<file path="config.mk">
export PLATFORM = sky130hd
export DESIGN_NAME = versatile_fifo_fwft_reader
export DESIGN_NICKNAME = d
export VERILOG_FILES = /design/src/rtl/versatile_fifo_pkg.sv /design/src/rtl/versatile_fifo_skid2.sv /design/src/rtl/versatile_fifo_fwft_reader.sv
export SDC_FILE = /design/constraint.sdc
export NUM_CORES = 1
export LEC_CHECK = 0
export ABC_AREA = 1
export BUFFER_PORTS_ARGS = -buffer_cell sky130_fd_sc_hd__buf_2
export CAP_MARGIN = 20
export CORE_ASPECT_RATIO = 0.5
export CORE_MARGIN = 1.5
export CORE_UTILIZATION = 52
export CTS_BUF_LIST = sky130_fd_sc_hd__clkbuf_2 sky130_fd_sc_hd__clkbuf_4 sky130_fd_sc_hd__clkbuf_8
export DETAILED_ROUTE_END_ITERATION = 10
export GPL_TIMING_DRIVEN = 0
export PLACE_DENSITY = 0.79
export SYNTH_ARGS = -nofsm -noshare
export SYNTH_HDL_FRONTEND = slang
export SYNTH_SLANG_ARGS = --single-unit
</file>
<file path="constraint.sdc">
create_clock -name clk -period 4.2 [get_ports clk]
set_clock_uncertainty 0.2 [all_clocks]
set_input_delay 1.26 -clock clk [delete_from_list [all_inputs] [get_ports clk]]
set_output_delay 1.26 -clock clk [all_outputs]
set_load 0.02 [all_outputs]
</file>
<file path="src/rtl/versatile_fifo_pkg.sv">
// rtl/versatile_fifo_pkg.sv - shared pointer helpers for the versatile FIFO controllers
//
// Purpose: pointer width and pointer-distance helpers used by both the
// read-side and write-side controllers, plus the capture-destination
// encoding of the read-side output buffer.
// Ports: none (package).
package versatile_fifo_pkg;

    localparam int DEFAULT_ADDR_WIDTH = 9;
    localparam int DEFAULT_PTR_W      = DEFAULT_ADDR_WIDTH + 1;

    // Widest pointer the distance helper supports; callers zero-extend into it.
    localparam int MAX_PTR_W = 32;

    // Where a word arriving from the RAM lands in the 2-entry output buffer.
    typedef enum logic [1:0] {
        CAP_NONE = 2'd0,
        CAP_HEAD = 2'd1,
        CAP_SKID = 2'd2
    } cap_dst_e;

    // Pointers carry one extra wrap bit above the RAM address.
    function automatic int ptr_width(input int addr_w);
        return addr_w + 1;
    endfunction

    // (a - b) mod 2**ptr_w. With the wrap bit included, a full-depth
    // difference of 2**(ptr_w-1) stays distinct from zero.
    function automatic logic [MAX_PTR_W-1:0] ptr_diff(
        input logic [MAX_PTR_W-1:0] a,
        input logic [MAX_PTR_W-1:0] b,
        input int                   ptr_w
    );
        logic [MAX_PTR_W-1:0] mask;
        if (ptr_w >= MAX_PTR_W) begin
            mask = '1;
        end else begin
            mask = (MAX_PTR_W'(1) << ptr_w) - MAX_PTR_W'(1);
        end
        return (a - b) & mask;
    endfunction

endpackage

</file>
<file path="src/rtl/versatile_fifo_skid2.sv">
// rtl/versatile_fifo_skid2.sv - 2-entry registered output buffer for the FIFO read side
//
// Purpose: holds up to two words (head = dout, plus one skid entry) so the
// read side can keep one RAM read in flight while the consumer stalls.
// Ports:
//   clk, rst_n      clock, asynchronous active-low reset
//   push, push_data word captured from the RAM this cycle
//   dout, dout_valid head-of-queue word and its valid (both registered)
//   dout_ready      consumer accepts dout this cycle
//   pop             dout_valid & dout_ready, exported for the issue logic
//   buf_cnt         number of words held, 0..2
module versatile_fifo_skid2
    import versatile_fifo_pkg::*;
#(
    parameter int DATA_WIDTH = 8
) (
    input  logic                  clk,
    input  logic                  rst_n,
    input  logic                  push,
    input  logic [DATA_WIDTH-1:0] push_data,
    output logic [DATA_WIDTH-1:0] dout,
    output logic                  dout_valid,
    input  logic                  dout_ready,
    output logic                  pop,
    output logic [1:0]            buf_cnt
);

    logic [DATA_WIDTH-1:0] head_q, head_d;
    logic [DATA_WIDTH-1:0] skid_q, skid_d;
    logic [1:0]            cnt_q, cnt_d;
    logic                  valid_q, valid_d;
    cap_dst_e              dst;

    always_comb begin
        pop    = valid_q & dout_ready;
        head_d = head_q;
        skid_d = skid_q;
        dst    = CAP_NONE;

        // A new word goes straight to the head only if the head is free at
        // this edge: buffer empty, or the single held word is leaving now.
        if (push) begin
            if (cnt_q == 2'd0 || (cnt_q == 2'd1 && pop)) begin
                dst = CAP_HEAD;
            end else begin
                dst = CAP_SKID;
            end
        end

        if (pop && cnt_q == 2'd2) begin
            head_d = skid_q;
        end

        case (dst)
            CAP_HEAD: head_d = push_data;
            CAP_SKID: skid_d = push_data;
            default:  ;
        endcase

        cnt_d   = cnt_q + {1'b0, push} - {1'b0, pop};
        valid_d = (cnt_d != 2'd0);
    end

    always_ff @(posedge clk or negedge rst_n) begin
        if (!rst_n) begin
            head_q  <= '0;
            skid_q  <= '0;
            cnt_q   <= 2'd0;
            valid_q <= 1'b0;
        end else begin
            head_q  <= head_d;
            skid_q  <= skid_d;
            cnt_q   <= cnt_d;
            valid_q <= valid_d;
        end
    end

    assign dout       = head_q;
    assign dout_valid = valid_q;
    assign buf_cnt    = cnt_q;

endmodule

</file>
<file path="src/rtl/versatile_fifo_fwft_reader.sv">
// rtl/versatile_fifo_fwft_reader.sv - first-word-fall-through read controller for the versatile FIFO
//
// Purpose: issues reads on the RAM B port (one-cycle read latency), buffers
// the returned words and presents them as a valid/ready stream at one word
// per clock. rd_ptr is the release pointer the write side uses for full.
// Ports:
//   clk, rst_n        clock, asynchronous active-low reset
//   wr_ptr            write pointer from the write side (wrap bit in MSB)
//   adr_b, q_b        RAM B-port address and read data (data one cycle later)
//   dout, dout_valid  head word and valid
//   dout_ready        consumer accepts dout
//   rd_ptr            count of words captured out of the RAM
//   empty, count      occupancy status
module versatile_fifo_fwft_reader
    import versatile_fifo_pkg::*;
#(
    parameter int DATA_WIDTH = 8,
    parameter int ADDR_WIDTH = 9
) (
    input  logic                  clk,
    input  logic                  rst_n,
    input  logic [ADDR_WIDTH:0]   wr_ptr,
    output logic [ADDR_WIDTH-1:0] adr_b,
    input  logic [DATA_WIDTH-1:0] q_b,
    output logic [DATA_WIDTH-1:0] dout,
    output logic                  dout_valid,
    input  logic                  dout_ready,
    output logic [ADDR_WIDTH:0]   rd_ptr,
    output logic                  empty,
    output logic [ADDR_WIDTH+1:0] count
);

    localparam int PTR_W = ptr_width(ADDR_WIDTH);
    localparam int CNT_W = ADDR_WIDTH + 2;

    logic [PTR_W-1:0] iss_ptr_q, iss_ptr_d;
    logic [PTR_W-1:0] rd_ptr_q, rd_ptr_d;
    logic             inflight_q, inflight_d;
    logic [PTR_W-1:0] avail;
    logic [2:0]       occ;
    logic             issue;
    logic             pop;
    logic [1:0]       buf_cnt;

    always_comb begin
        avail = PTR_W'(ptr_diff(MAX_PTR_W'(wr_ptr), MAX_PTR_W'(iss_ptr_q), PTR_W));

        // Slots committed after this edge: held words plus the word arriving
        // now, minus the one leaving. An issue is allowed only if its data
        // is guaranteed a slot when it returns.
        occ   = {1'b0, buf_cnt} + {2'b00, inflight_q} - {2'b00, pop};
        issue = (avail != '0) && (occ < 3'd2);

        iss_ptr_d  = iss_ptr_q + PTR_W'(issue);
        inflight_d = issue;

        // Release at capture, not issue: the slot stays protected from the
        // writer until its data has left q_b.
        rd_ptr_d = rd_ptr_q + PTR_W'(inflight_q);
    end

    always_ff @(posedge clk or negedge rst_n) begin
        if (!rst_n) begin
            iss_ptr_q  <= '0;
            rd_ptr_q   <= '0;
            inflight_q <= 1'b0;
        end else begin
            iss_ptr_q  <= iss_ptr_d;
            rd_ptr_q   <= rd_ptr_d;
            inflight_q <= inflight_d;
        end
    end

    versatile_fifo_skid2 #(
        .DATA_WIDTH (DATA_WIDTH)
    ) u_skid2 (
        .clk        (clk),
        .rst_n      (rst_n),
        .push       (inflight_q),
        .push_data  (q_b),
        .dout       (dout),
        .dout_valid (dout_valid),
        .dout_ready (dout_ready),
        .pop        (pop),
        .buf_cnt    (buf_cnt)
    );

    assign adr_b  = iss_ptr_q[ADDR_WIDTH-1:0];
    assign rd_ptr = rd_ptr_q;

    // wr_ptr - rd_ptr covers words still in RAM including the one in flight;
    // buf_cnt covers words already captured. Both terms come from flops, so
    // the status moves on the same edge as the state it describes.
    assign empty = (wr_ptr == rd_ptr_q) && !dout_valid;
    assign count = CNT_W'(ptr_diff(MAX_PTR_W'(wr_ptr), MAX_PTR_W'(rd_ptr_q), PTR_W))
                 + CNT_W'(buf_cnt);

endmodule

</file>
==> run_summary.xml <==
<?xml version="1.0" encoding="UTF-8"?>
<metrics>
  <group name="status">
    <metric name="outcome" unit="">finished with violations</metric>
    <metric name="failed_checks" unit="">setup timing</metric>
  </group>
  <group name="sta">
    <metric name="timing.final.setup_violations" unit="">10</metric>
    <metric name="timing.max_slew.rel_slack" unit="%">41.9</metric>
    <metric name="timing.fmax" unit="MHz">215</metric>
    <metric name="fin_crit" unit="ns">4.66</metric>
    <metric name="report.final.hold_viol_count" unit="">0</metric>
    <metric name="drv_slew" unit="">0</metric>
    <metric name="min_period_over_period" unit="%">111</metric>
    <metric name="final.setup.worst_slack" unit="ns">-0.461</metric>
    <metric name="transition_time_at_the_pin_with_the_least_slew_margin" unit="ns">0.871</metric>
    <metric name="unrepaired_setup_endpoints_after_global_routing" unit="">yes</metric>
  </group>
  <group name="final_layout">
    <metric name="layout_common_cells" unit="">nand2_1 (107), inv_1 (69), buf_2 (50), nand3_1 (42), dfrtp_1 (40)</metric>
    <metric name="final_area" unit="sq um">3840</metric>
    <metric name="finish.net_count" unit="">544</metric>
    <metric name="layout-area-overhead-vs-synth" unit="%">25.1</metric>
    <metric name="leading_cell_type_in_the_layout_fill_and_taps_excluded" unit="">nand2_1</metric>
    <metric name="share_of_post_route_cells_with_drive_strength_above_1" unit="%">23.9</metric>
    <metric name="antenna_cells" unit="">0</metric>
  </group>
  <group name="route">
    <metric name="wl_per_cell" unit="um">12.3</metric>
    <metric name="remaining_drc_errors" unit="">0</metric>
    <metric name="drc_violation_total_after_the_first_tritonroute_iteration" unit="">145</metric>
    <metric name="detail_route.wirelength" unit="mm">6.97</metric>
    <metric name="detail_route.vias_per_cell" unit="">5.00</metric>
    <metric name="ant_nets_after_route" unit="">0</metric>
    <metric name="firstDrtPassIters" unit="">5</metric>
    <metric name="detailed_route_via_count" unit="">2834</metric>
  </group>
  <group name="setup_path">
    <metric name="r2r_start" unit="">u_skid2.dout_valid$_DFF_PN0_</metric>
    <metric name="setup.worst_path.start_class" unit="">primary input</metric>
    <metric name="worst-path-max-fanout" unit="">3</metric>
    <metric name="critical_path_class" unit="">in -&gt; out</metric>
    <metric name="arrival" unit="ns">3.20</metric>
    <metric name="reg2reg_depth" unit="">15</metric>
    <metric name="setup.worst_path.start" unit="">wr_ptr[0]</metric>
    <metric name="critPathCaptureType" unit="">primary output</metric>
    <metric name="cp.required" unit="ns">2.74</metric>
  </group>
  <group name="synthesis">
    <metric name="synth-seq-cells" unit="">40</metric>
    <metric name="synth_top_family_by_area" unit="">simple AND/OR/NAND/NOR gates</metric>
    <metric name="synth_adder_area_share" unit="%">12.6</metric>
    <metric name="synth_cells" unit="">420</metric>
    <metric name="synthXorXnorAreaFrac" unit="%">7.13</metric>
    <metric name="synth.cell_area" unit="sq um">3070</metric>
    <metric name="yosysSeqAreaShare" unit="%">32.6</metric>
    <metric name="yosys-mux-area-fraction" unit="%">0</metric>
    <metric name="synth.net_count" unit="">470</metric>
    <metric name="yosysWarnings" unit="">0</metric>
    <metric name="netlist-cell-type-count" unit="">28</metric>
    <metric name="avgSynthCellArea" unit="sq um">7.31</metric>
    <metric name="synth_compound_gate_area_share" unit="%">6.11</metric>
    <metric name="synth_simple_gate_area_share" unit="%">30.1</metric>
  </group>
  <group name="clock_network">
    <metric name="tritoncts" unit="">yes</metric>
    <metric name="clock-sinks" unit="">40</metric>
    <metric name="cts-hold-fix-buffers" unit="">0</metric>
    <metric name="clock_insertion_delay_worst_skew" unit="ns">0.29</metric>
    <metric name="clockBufferDepth" unit="">2</metric>
    <metric name="cts.htree.levels" unit="">2</metric>
    <metric name="cts_inserted_buffers" unit="">5</metric>
    <metric name="clk_pin_slew" unit="ns">0.08</metric>
    <metric name="cts_root_buffer" unit="">clkbuf_8</metric>
  </group>
  <group name="pwr">
    <metric name="intPower" unit="mW">1.55</metric>
    <metric name="power_per_cell_area" unit="nW/um^2">773</metric>
    <metric name="p_leak" unit="nW">2.14</metric>
    <metric name="comb_power_share" unit="%">64.9</metric>
    <metric name="switching_share" unit="%">47.7</metric>
    <metric name="switchingPower" unit="mW">1.42</metric>
    <metric name="power_frac_clock" unit="%">12.4</metric>
    <metric name="total_power" unit="mW">2.97</metric>
    <metric name="ir_drop" unit="mV">0.727</metric>
    <metric name="seq_power_share" unit="%">22.7</metric>
  </group>
  <group name="floorplanning">
    <metric name="std_cell_rows" unit="">19</metric>
    <metric name="initial_utilization" unit="%">55.0</metric>
    <metric name="die_width" unit="um">112</metric>
    <metric name="fp.dieArea" unit="sq um">6400</metric>
    <metric name="ios" unit="">61</metric>
    <metric name="core_region_area" unit="sq um">5590</metric>
    <metric name="die_h" unit="um">57.3</metric>
  </group>
  <group name="global_routing">
    <metric name="antenna_found_initial" unit="">0</metric>
    <metric name="grt_pass1_vias" unit="">2584</metric>
    <metric name="grt_max_degree" unit="">41</metric>
    <metric name="grt_overflow_total" unit="">0</metric>
    <metric name="first_pass_grt_wire_length" unit="mm">12.0</metric>
    <metric name="grt_use_total" unit="%">23.4</metric>
  </group>
  <group name="placement">
    <metric name="placedInstanceArea" unit="sq um">3550</metric>
    <metric name="dpl_hpwl" unit="mm">5.45</metric>
    <metric name="port-buffer-count" unit="">60</metric>
    <metric name="routability_congestion_estimate_from_global_placement" unit="">0.871</metric>
  </group>
  <group name="worst_hold_path">
    <metric name="timing.hold.worst.class" unit="">reg -&gt; reg</metric>
    <metric name="hold_path_depth" unit="">1</metric>
    <metric name="worstHoldStart" unit="">iss_ptr_q[9]$_DFF_PN0_</metric>
  </group>
  <group name="flow_run">
    <metric name="maxCapViolations" unit="">0</metric>
  </group>
</metrics>
[critical path, stage by stage]
cell	delay [ns]
buf_8	0.11
inv_12	0.04
ha_4	0.13
inv_4	0.03
fa_2	0.48
ha_1	0.31
a21oi_2	0.05
nor2_2	0.11
nand2_2	0.08
nor2_4	0.12
nand3_4	0.10
o21bai_1	0.17
nand2_2	0.06
buf_6	0.13
[cell type report]
cell class / instances / area (sq um)
plain buffers: 11 / 75.1
flip-flops and latches: 40 / 1000
multi-input cells: 295 / 1840
well taps: 73 / 91.3
clock buffers: 5 / 68.8
repair buffers: 67 / 417
clock inverters: 2 / 60.1
inverters: 74 / 293
fillers: 479 / 1750
[metal layers]
metal | track usage (%) | share of wire (%) | vias to the layer above
met1 | 33.6 | 49 | 1301
met2 | 37.5 | 45 | 62
met3 | 4.36 | 4.6 | 10
met5 | 0 | 0 | -
li1 | - | - | 1461
met4 | 5.06 | 1.1 | 0
[cells in the mapped netlist]
master | count | share of area (%)
ha_1 | 26 | 11
nor3_1 | 6 | 0.98
inv_2 | 2 | 0.24
nor2_4 | 1 | 0.37
nor2_2 | 2 | 0.41
or2_2 | 1 | 0.20
nor2_1 | 29 | 3.5
nor3_2 | 1 | 0.33
xnor2_1 | 4 | 1.1
o21bai_1 | 1 | 0.24
o211ai_1 | 8 | 2.0
nand2_1 | 110 | 13
a21o_1 | 3 | 0.73
fa_1 | 3 | 2.0
dfrtp_1 | 40 | 33
nand3_1 | 43 | 7.0
buf_4 | 9 | 2.2
nand3_2 | 2 | 0.65
o21ai_0 | 1 | 0.16
nand4_1 | 5 | 1.0
clkbuf_1 | 2 | 0.24
o21a_1 | 1 | 0.24
nor4_1 | 1 | 0.20
xor2_1 | 21 | 6.0
nand3b_1 | 3 | 0.73
inv_1 | 72 | 8.8
nand2_2 | 6 | 1.2
a21oi_1 | 17 | 2.8
[stage by stage]
| step | hold WS (ns) | util, % | TNS, ns | setup WS (ns) | instances |
|---|---|---|---|---|---|
| after CTS | 0.292 | 67.7 | -2.96 | -0.473 | 565 |
| final | 0.288 | 68.8 | -3.29 | -0.461 | 567 |
| after global routing | 0.304 | 68.8 | -4.29 | -0.574 | 567 |
| after detailed placement | 0.281 | 63.6 | -4.17 | -0.657 | 553 |
| after global placement | 0.275 | 63.6 | -4.01 | -0.638 | 553 |
| after floorplan | 0.260 | - | -1.47 | -0.289 | 420 |
[final timing paths]
check | to | slack, ns
min in group asynchronous | iss_ptr_q[5]$_DFF_PN0_ | 0.87
min | iss_ptr_q[9]$_DFF_PN0_ | 0.29
min reg2reg | iss_ptr_q[9]$_DFF_PN0_ | 0.29
max reg2reg | iss_ptr_q[8]$_DFF_PN0_ | 0.97
max | count[9] | -0.46
max in group asynchronous | u_skid2.skid_q[7]$_DFFE_PN0N_ | 2.38
[sequential cells by signal, indices dropped and copies added, names as in the netlist]
| name | cells |
|---|---|
| u_skid2.dout | 8 |
| u_skid2.dout_valid | 1 |
| rd_ptr | 10 |
| u_skid2.buf_cnt | 2 |
| inflight_q | 1 |
| u_skid2.skid_q | 8 |
| iss_ptr_q | 10 |
[kinds of logic (layout without fill, tap and decap cells)]
group	after synthesis	count (layout)
buf+inv	85	159
simple gates	210	210
fa+ha+maj	29	29
xor+xnor	25	25
flops	40	40
compound gates	31	31
[power groups by stage]
stage / Sequential, mW / Clock (mW) / Combinational (mW)
2_1_floorplan: 0.738 / 0 / 1.26
3_3_place_gp: 0.679 / 0 / 1.71
3_5_place_dp: 0.679 / 0 / 1.75
4_1_cts: 0.674 / 0.372 / 1.82
5_1_grt: 0.697 / 0.394 / 2.15
6_report: 0.674 / 0.368 / 1.93
[what timing repair did]
item / in CTS / in global routing
gates resized for setup: 15 / 11
setup endpoints to repair: 10 / 12
buffers inserted: 5 / 2
pin swaps: 10 / 5
(Power assumes the default switching activity.)
